### config.mk
export PLATFORM = sky130hd
export DESIGN_NAME = fir_coeff_sample_ctrl
export DESIGN_NICKNAME = d
export VERILOG_FILES = /design/src/rtl/fir_coeff_sample_ctrl.sv
export SDC_FILE = /design/constraint.sdc
export NUM_CORES = 2
export LEC_CHECK = 0
export BUFFER_PORTS_ARGS = -buffer_cell sky130_fd_sc_hd__buf_2
export CAP_MARGIN = 5
export CORE_ASPECT_RATIO = 1.75
export CORE_MARGIN = 2
export CORE_UTILIZATION = 35
export DETAILED_ROUTE_END_ITERATION = 12
export PLACE_DENSITY = 0.58
export SLEW_MARGIN = 15
export SYNTH_ARGS = -nofsm -noshare
export SYNTH_HDL_FRONTEND = slang
export SYNTH_SLANG_ARGS = --single-unit
### constraint.sdc
create_clock -name iClk_12M -period 2.8 [get_ports iClk_12M]
set_clock_uncertainty 0.15 [all_clocks]
set_input_delay 0 -clock iClk_12M [delete_from_list [all_inputs] [get_ports iClk_12M]]
set_output_delay 0 -clock iClk_12M [all_outputs]
set_load 0.01 [all_outputs]
### src/rtl/fir_coeff_sample_ctrl.sv
// Coefficient double-buffer and sample-issue control ahead of the transposed FIR datapath.
// Host writes a shadow bank; a committed bank is swapped into the active bank between samples.
module fir_coeff_sample_ctrl #(
  parameter int NTAPS = 33,
  parameter int CW    = 16,
  parameter int SW    = 3
) (
  input  logic                  iClk_12M,
  input  logic                  iRst,
  input  logic                  iCoeffWrEn,
  input  logic [5:0]            iCoeffAddr,
  input  logic [CW-1:0]         iCoeffData,
  input  logic                  iCoeffCommit,
  input  logic                  iSampleValid,
  input  logic [SW-1:0]         iSampleIn,
  output logic                  oEnAcc,
  output logic [SW-1:0]         oFirIn,
  output logic [NTAPS*CW-1:0]   oCoeff,
  output logic                  oCoeffValid,
  output logic                  oAddrErr,
  output logic                  oCommitErr
);

  typedef enum logic {S_EMPTY, S_RUN} state_t;

  state_t              r_state;
  state_t              w_state_next;

  logic [NTAPS*CW-1:0] r_shadow;
  logic [NTAPS*CW-1:0] r_active;
  logic [NTAPS-1:0]    r_mask;
  logic                r_pending;
  logic                r_en_acc;
  logic [SW-1:0]       r_fir_in;
  logic                r_coeff_valid;
  logic                r_addr_err;
  logic                r_commit_err;

  logic                w_addr_ok;
  logic                w_wr_ok;
  logic                w_wr_err;
  logic [NTAPS-1:0]    w_mask_wr;
  logic                w_commit_ok;
  logic                w_commit_err;
  logic                w_issue;
  logic                w_swap;

  // Writes are locked out while a swap is pending so committed data cannot be disturbed.
  assign w_addr_ok    = (iCoeffAddr < 6'(NTAPS));
  assign w_wr_ok      = iCoeffWrEn & w_addr_ok & ~r_pending;
  assign w_wr_err     = iCoeffWrEn & ~(w_addr_ok & ~r_pending);
  assign w_mask_wr    = r_mask | (w_wr_ok ? (NTAPS'(1) << iCoeffAddr) : '0);
  assign w_commit_ok  = iCoeffCommit & ~r_pending & (&w_mask_wr);
  assign w_commit_err = iCoeffCommit & ~r_pending & ~(&w_mask_wr);
  assign w_issue      = iSampleValid & (r_state == S_RUN);
  assign w_swap       = r_pending & ~w_issue;

  always_ff @(posedge iClk_12M) begin
    if (iRst) begin
      r_state <= S_EMPTY;
    end else begin
      r_state <= w_state_next;
    end
  end

  always_comb begin
    w_state_next = r_state;
    case (r_state)
      S_EMPTY: if (w_swap) w_state_next = S_RUN;
      S_RUN:   w_state_next = S_RUN;
      default: w_state_next = S_EMPTY;
    endcase
  end

  always_ff @(posedge iClk_12M) begin
    if (iRst) begin
      r_shadow      <= '0;
      r_active      <= '0;
      r_mask        <= '0;
      r_pending     <= 1'b0;
      r_en_acc      <= 1'b0;
      r_fir_in      <= '0;
      r_coeff_valid <= 1'b0;
      r_addr_err    <= 1'b0;
      r_commit_err  <= 1'b0;
    end else begin
      if (w_wr_ok) begin
        r_shadow[iCoeffAddr*CW +: CW] <= iCoeffData;
      end
      // Swap and an accepted write never coincide: both depend on r_pending, oppositely.
      if (w_swap) begin
        r_active      <= r_shadow;
        r_mask        <= '0;
        r_pending     <= 1'b0;
        r_coeff_valid <= 1'b1;
      end else begin
        r_mask <= w_mask_wr;
        if (w_commit_ok) begin
          r_pending <= 1'b1;
        end
      end
      r_en_acc <= w_issue;
      if (w_issue) begin
        r_fir_in <= iSampleIn;
      end
      r_addr_err   <= w_wr_err;
      r_commit_err <= w_commit_err;
    end
  end

  assign oEnAcc      = r_en_acc;
  assign oFirIn      = r_fir_in;
  assign oCoeff      = r_active;
  assign oCoeffValid = r_coeff_valid;
  assign oAddrErr    = r_addr_err;
  assign oCommitErr  = r_commit_err;

endmodule
After elaboration in Yosys (flattened, before gate mapping)
Cells that the tools add are included.
{ "classes": {"shift": 3, "addsub": 1, "n_mux": 4, "n_reduce_logical": 2, "order_cmp": 1, "bitwise": 15} }
{ "ops": {"columns": ["operator", "count"], "rows": [
  ["$bwmux W528", 1],
  ["$shift A16 B34 Y528 const A", 1],
  ["$shiftx A16 B34 Y528", 1],
  ["$neg A10 Y34", 1],
  ["$mux W33", 1],
  ["$or A33 B33 Y33", 1],
  ["$reduce_and A33 Y1", 1],
  ["$shl A1 B6 Y33 const A", 1],
  ["$and A1 B1 Y1", 9],
  ["$lt A6 B6 Y1 const B", 1],
  ["$not A1 Y1", 5],
  ["$pmux W1 S2", 1],
  ["$reduce_or A2 Y1", 1],
  ["$mux W1", 1]
]} }
{ "word_totals": {"register_bits": 1098, "inputBits": 30} }

Depth between registers and ports, before layout
{ "depth": {"word_depth": 8, "depth_mapped": 13, "mapped_depth_nobuf": 9} }

Worst setup path after synthesis
OpenSTA, ideal clock, no wires.
{ "synth_timing": {"path_kind": "input to register", "startpoint": "input iCoeffAddr[4]", "endpoint": "register r_shadow[214]", "arrival_ps": 2340, "path_slack_ps": 178, "setup_time_ps": 132, "n_path_buf": 5, "stages": 13, "path_cell_list": "buf_2 -> clkbuf_1 -> nor2_1 -> and2_1 -> ha_1 -> a21oi_2 -> or3b_1 -> buf_2 -> or2_1 -> clkbuf_1 -> clkbuf_1 -> nand2_1 -> a21oi_1"} }
{ "synth_between": {"elab_chain_len": 3} }
{ "synth_rtl": {"columns": ["element", "line_no", "source"], "rows": [
  ["start: declaration", "11", "input logic [5:0] iCoeffAddr,"],
  ["$neg A10 Y34 or $lt A6 B6 Y1 (tied branches)", "88, 49", null],
  ["$shiftx A16 B34 Y528 (tied with other cells)", "88", "r_shadow[iCoeffAddr*CW +: CW] <= iCoeffData;"],
  ["$bwmux W528 or $and A1 B1 Y1 (tied branches)", "88, 50", null],
  ["end signal: indexed assignment", "88", null],
  ["end: declaration", "29", "logic [NTAPS*CW-1:0] r_shadow;"]
]} }
Parallel ways exist; a longest one is shown, timed or not.
A chain may end at the register's enable or synchronous reset.

Worst setup path in the final report
{ "layout_timing": {"startpoint": "input iCoeffAddr[3]", "endpoint": "register r_shadow[349]"} }
The elaborated chain is that of the path after synthesis.

==> flow_summary_export.csv <==
group,metric,value,unit
floorplan,core,113000,um^2
clock_network,cts_tree,"done",
synthesis,syn_inst,5063,
worst_setup_path,critPathSlowestCell,"dlygate4sd3_1",
worst_setup_path,worst-setup-path-type,"input port to register",
route,post_drt_wl_per_cell,21.0,um
timing,slew_headroom,34.6,%
worst_hold_path,min_path_type,"input port to register",
floorplan,dieArea,116000,um^2
timing,tightestPinTransition,0.981,ns
synthesis,synth_seq_area_share,55.4,%
clock_network,cts_setup_buffers,0,
global_routing,use_met3,4.39,%
clock_network,clkLatencyLatePin,0.73,ns
clock_network,cts_root_buf,"clkbuf_16",
worst_setup_path,r2r_start,"r_pending$_SDFFE_PP0P_",
placement,dpl.hpwl,101,mm
global_routing,overflow,0,
worst_setup_path,crit_cells,11,
power_and_ir_drop,internal_power,23.7,mW
power_and_ir_drop,fin_total_pwr,31.0,mW
clock_network,cts_buffers,100,
worst_setup_path,worstReg2RegEnd,"oCommitErr$_SDFF_PP0_",
route,post-route-drc-count,0,
clock_network,clkTransAtPathRegs,0.07,ns
worst_setup_path,critPathRequiredTime,3.22,ns
synthesis,yosysMostFrequentCell,"nand2_1",
clock_network,clk_path_buf_depth,3,
clock_network,h-tree-depth,3,
timing,finalHoldViolations,0,
synthesis,syn_area_per_cell,7.84,um^2
power_and_ir_drop,power_frac_comb,4.2,%
placement,place_area,45000,um^2
synthesis,syn_area,39700,um^2
timing,slew_violations,0,
synthesis,synth_top_area_cell,"dfxtp_1",
synthesis,synth-seq-cells,1098,
synthesis,ys_types,56,
timing,setup_viol,0,
global_routing,grt_use_met2,41.8,%
worst_setup_path,cp_num_buf_inv,3,
timing,final.period_utilization,96.4,%
synthesis,synth_area_leaders,"dfxtp_1 55%, nand2_1 16%, a21oi_1 13%",
timing,fmax,370,MHz
power_and_ir_drop,pwr-share-seq,50.4,%
power_and_ir_drop,vdd.ir_drop.worst,0.521,mV
worst_setup_path,critical_path.top_delay_family,"simple AND/OR/NAND/NOR gates",
floorplan,die-width,259,um
worst_setup_path,cp_cell_sequence,"dlygate4sd3_1, buf_2, nor2_1, and2_1, ha_1, a21oi_2, or3b_1, buf_4, or2_1, nand2_1, a21oi_1",
finish,fin_util,43.3,%
finish,nFillCells,11448,
global_routing,grt_pass1_wl,218,mm
finish,drive_gt1_share,18.2,%
synthesis,synth_top_area_share,55.4,%
route,drtIter0Drc,3233,
worst_setup_path,startpoint_type,"input port",
worst_setup_path,reg2reg_depth,9,
finish,instances_no_fill,7122,
clock_network,cts_num_sinks,1098,
timing,setup_tns,0,ns
route,vias_per_cell,5.13,
synthesis,yosys_warnings,0,
run,maxCapViolations,0,
global_routing,grt_max_degree,203,
synthesis,synth_fp_nets,5100,
global_routing,grt-busiest-layer,"met2",
floorplan,start_util,35.3,%
global_routing,antenna_found_initial,4,
worst_setup_path,cp-startpoint,"iCoeffAddr[3]",
power_and_ir_drop,leakagePower,17.8,nW
synthesis,synth_flop_cell,"dfxtp_1",
power_and_ir_drop,sw_frac_of_total,23.5,%
timing,rsz0062_at_grt,"false",
power_and_ir_drop,clockPowerShare,45.4,%
floorplan,row_count,163,
worst_setup_path,reg2reg_setup_slack,0.12,ns
worst_setup_path,cp.arrival,3.12,ns
worst_setup_path,cp_slowest_stage_delay,0.57,ns
finish,multi_input_area,16000,um^2
run_status,status,"finished clean",
global_routing,grt_use_met1,29.9,%
route,wl,149,mm
worst_setup_path,worstPathMaxFanout,20,
synthesis,synth_common_cells,"1652 x nand2_1, 1098 x dfxtp_1, 1068 x a21oi_1, 382 x clkbuf_1, 258 x nand3_1",
finish,seq_area,22000,um^2
power_and_ir_drop,p_per_area,636,nW/um^2
timing,min_period,2.70,ns
route,drt-pass1-iter-count,6,
route,dr_total_vias,36550,
placement,place.gp.congestion,0.885,
synthesis,async_flop_share,0,%
floorplan,die_h,450,um
floorplan,ios,565,
worst_setup_path,crit_end,"r_shadow[349]$_SDFFE_PP0P_",
placement,portBuffers,564,
finish,fin_area,48700,um^2
power_and_ir_drop,p_switching,7.28,mW
placement,placed_cells,6892,
global_routing,grt_pass1_vias,33909,
worst_setup_path,cp-end-kind,"register",
finish,fin_nets,5587,
synthesis,synth-edff-count,0,
global_routing,grtUsageTotal,24.8,%
route,antenna_left,0,
finish,area_delta_synth_final,22.8,%
==> logic make-up (layout without fill, tap and decap cells) <==
| logic type | Yosys count | in the layout | share of synthesized area (%) |
|---|---|---|---|
| AOI/OAI and AO/OA | 1104 | 1104 | 14.2 |
| xor gates and xnor gates | 4 | 4 | 0.107 |
| adders and majority gates | 7 | 7 | 0.221 |
| buffers and inverters | 461 | 1031 | 4.57 |
| DFF | 1098 | 1098 | 55.4 |
| muxes | 20 | 20 | 0.514 |
| other | 0 | 4 | 0 |
| and+or+nand+nor | 2369 | 2369 | 25.1 |
==> what timing repair did <==
item,in CTS,in global routing
setup endpoints to repair,0,11
gates resized for setup,0,3
hold endpoints to repair,795,0
hold buffers,41,0
==> through the flow <==
stage | worst slack [ns] | hold WS, ns
2_1_floorplan | 0.178 | -0.00250
3_3_place_gp | 0.0580 | 0.108
3_5_place_dp | 0.00637 | 0.119
4_1_cts | 0.137 | 0.00498
5_1_grt | 0.0142 | 0.0454
6_report | 0.100 | 0.0604
==> worst reg2reg max path: stages (launching register included) <==
cell	delay (ns)
dfxtp_1	0.49
nor4b_4	0.08
buf_4	0.17
and2_0	0.17
buf_4	0.16
a21o_1	0.18
a32oi_1	0.14
nor4_1	0.08
buf_4	0.15
a2111oi_0	0.72
==> state kept, by name, summed over array words and instances (netlist names) <==
signal / flops
oCoeff: 528
r_mask: 33
r_pending: 1
oAddrErr: 1
r_state: 1
r_shadow: 528
oEnAcc: 1
oCommitErr: 1
oFirIn: 3
oCoeffValid: 1
==> layout make-up <==
| class | instances | share of cell area [%] |
|---|---|---|
| clock buffer | 151 | 6.17 |
| clock inverter | 34 | 0.693 |
| timing repair buffer | 836 | 11.3 |
| multi-input combinational | 3504 | 32.8 |
| tap | 1485 | 3.81 |
| sequential | 1098 | 45.1 |
| inverter | 10 | 0.0770 |
| antenna | 4 | 0.0205 |
==> layout by cell type (no fill, tap or decap), types with 5 or more instances in the layout <==
| master | Yosys | layout |
|---|---|---|
| nand3_1 | 258 | 258 |
| clkinvlp_4 | 0 | 5 |
| dfxtp_1 | 1098 | 1098 |
| or2_1 | 9 | 7 |
| clkbuf_1 | 382 | 24 |
| ha_1 | 7 | 7 |
| mux2i_1 | 17 | 17 |
| nor3_1 | 17 | 17 |
| nor2b_1 | 9 | 9 |
| nor2_1 | 189 | 186 |
| or2_2 | 19 | 21 |
| clkbuf_16 | 0 | 104 |
| buf_2 | 54 | 563 |
| inv_6 | 0 | 5 |
| nand2b_1 | 5 | 5 |
| clkinv_2 | 0 | 16 |
| nor2_2 | 24 | 25 |
| nand2_1 | 1652 | 1651 |
| nand4_1 | 140 | 140 |
| dlygate4sd3_1 | 0 | 41 |
| buf_4 | 4 | 188 |
| a21oi_1 | 1068 | 1067 |
| clkbuf_8 | 0 | 23 |
| inv_1 | 10 | 10 |
| buf_12 | 0 | 43 |
| a31oi_1 | 8 | 8 |
| and2_1 | 10 | 10 |
| or3_1 | 16 | 16 |
==> power by group through the flow <==
stage	registers (mW)	logic, mW	clock network [mW]
detailed placement	16.0	1.26	0
CTS	15.6	1.30	14.4
global route	15.6	1.35	14.9
finish	15.6	1.30	14.1
global placement	16.0	1.26	0
floorplan	16.0	0.594	0
==> layer usage <==
| metal | wire length [um] | up-vias |
|---|---|---|
| met5 | 0 | - |
| met4 | 7810 | 0 |
| met3 | 8900 | 253 |
| met2 | 72600 | 1240 |
| met1 | 60100 | 17360 |
| li1 | - | 17697 |
==> how the worst min path moves through the flow <==
| stage | startpoint | endpoint | slack, ns | cells past startpoint |
|---|---|---|---|---|
| floorplan | iSampleIn[0] | oFirIn[0]$_SDFFE_PP0P_ | -0.002 | 2 |
| global placement | iSampleIn[0] | oFirIn[0]$_SDFFE_PP0P_ | 0.11 | 3 |
| detailed placement | iSampleIn[0] | oFirIn[0]$_SDFFE_PP0P_ | 0.12 | 3 |
| CTS | iCoeffCommit | oCommitErr$_SDFF_PP0_ | 0.005 | 4 |
| global route | iCoeffCommit | oCommitErr$_SDFF_PP0_ | 0.05 | 4 |
| finish | iCoeffCommit | oCommitErr$_SDFF_PP0_ | 0.06 | 4 |
Power figures use the tool's default switching activity.
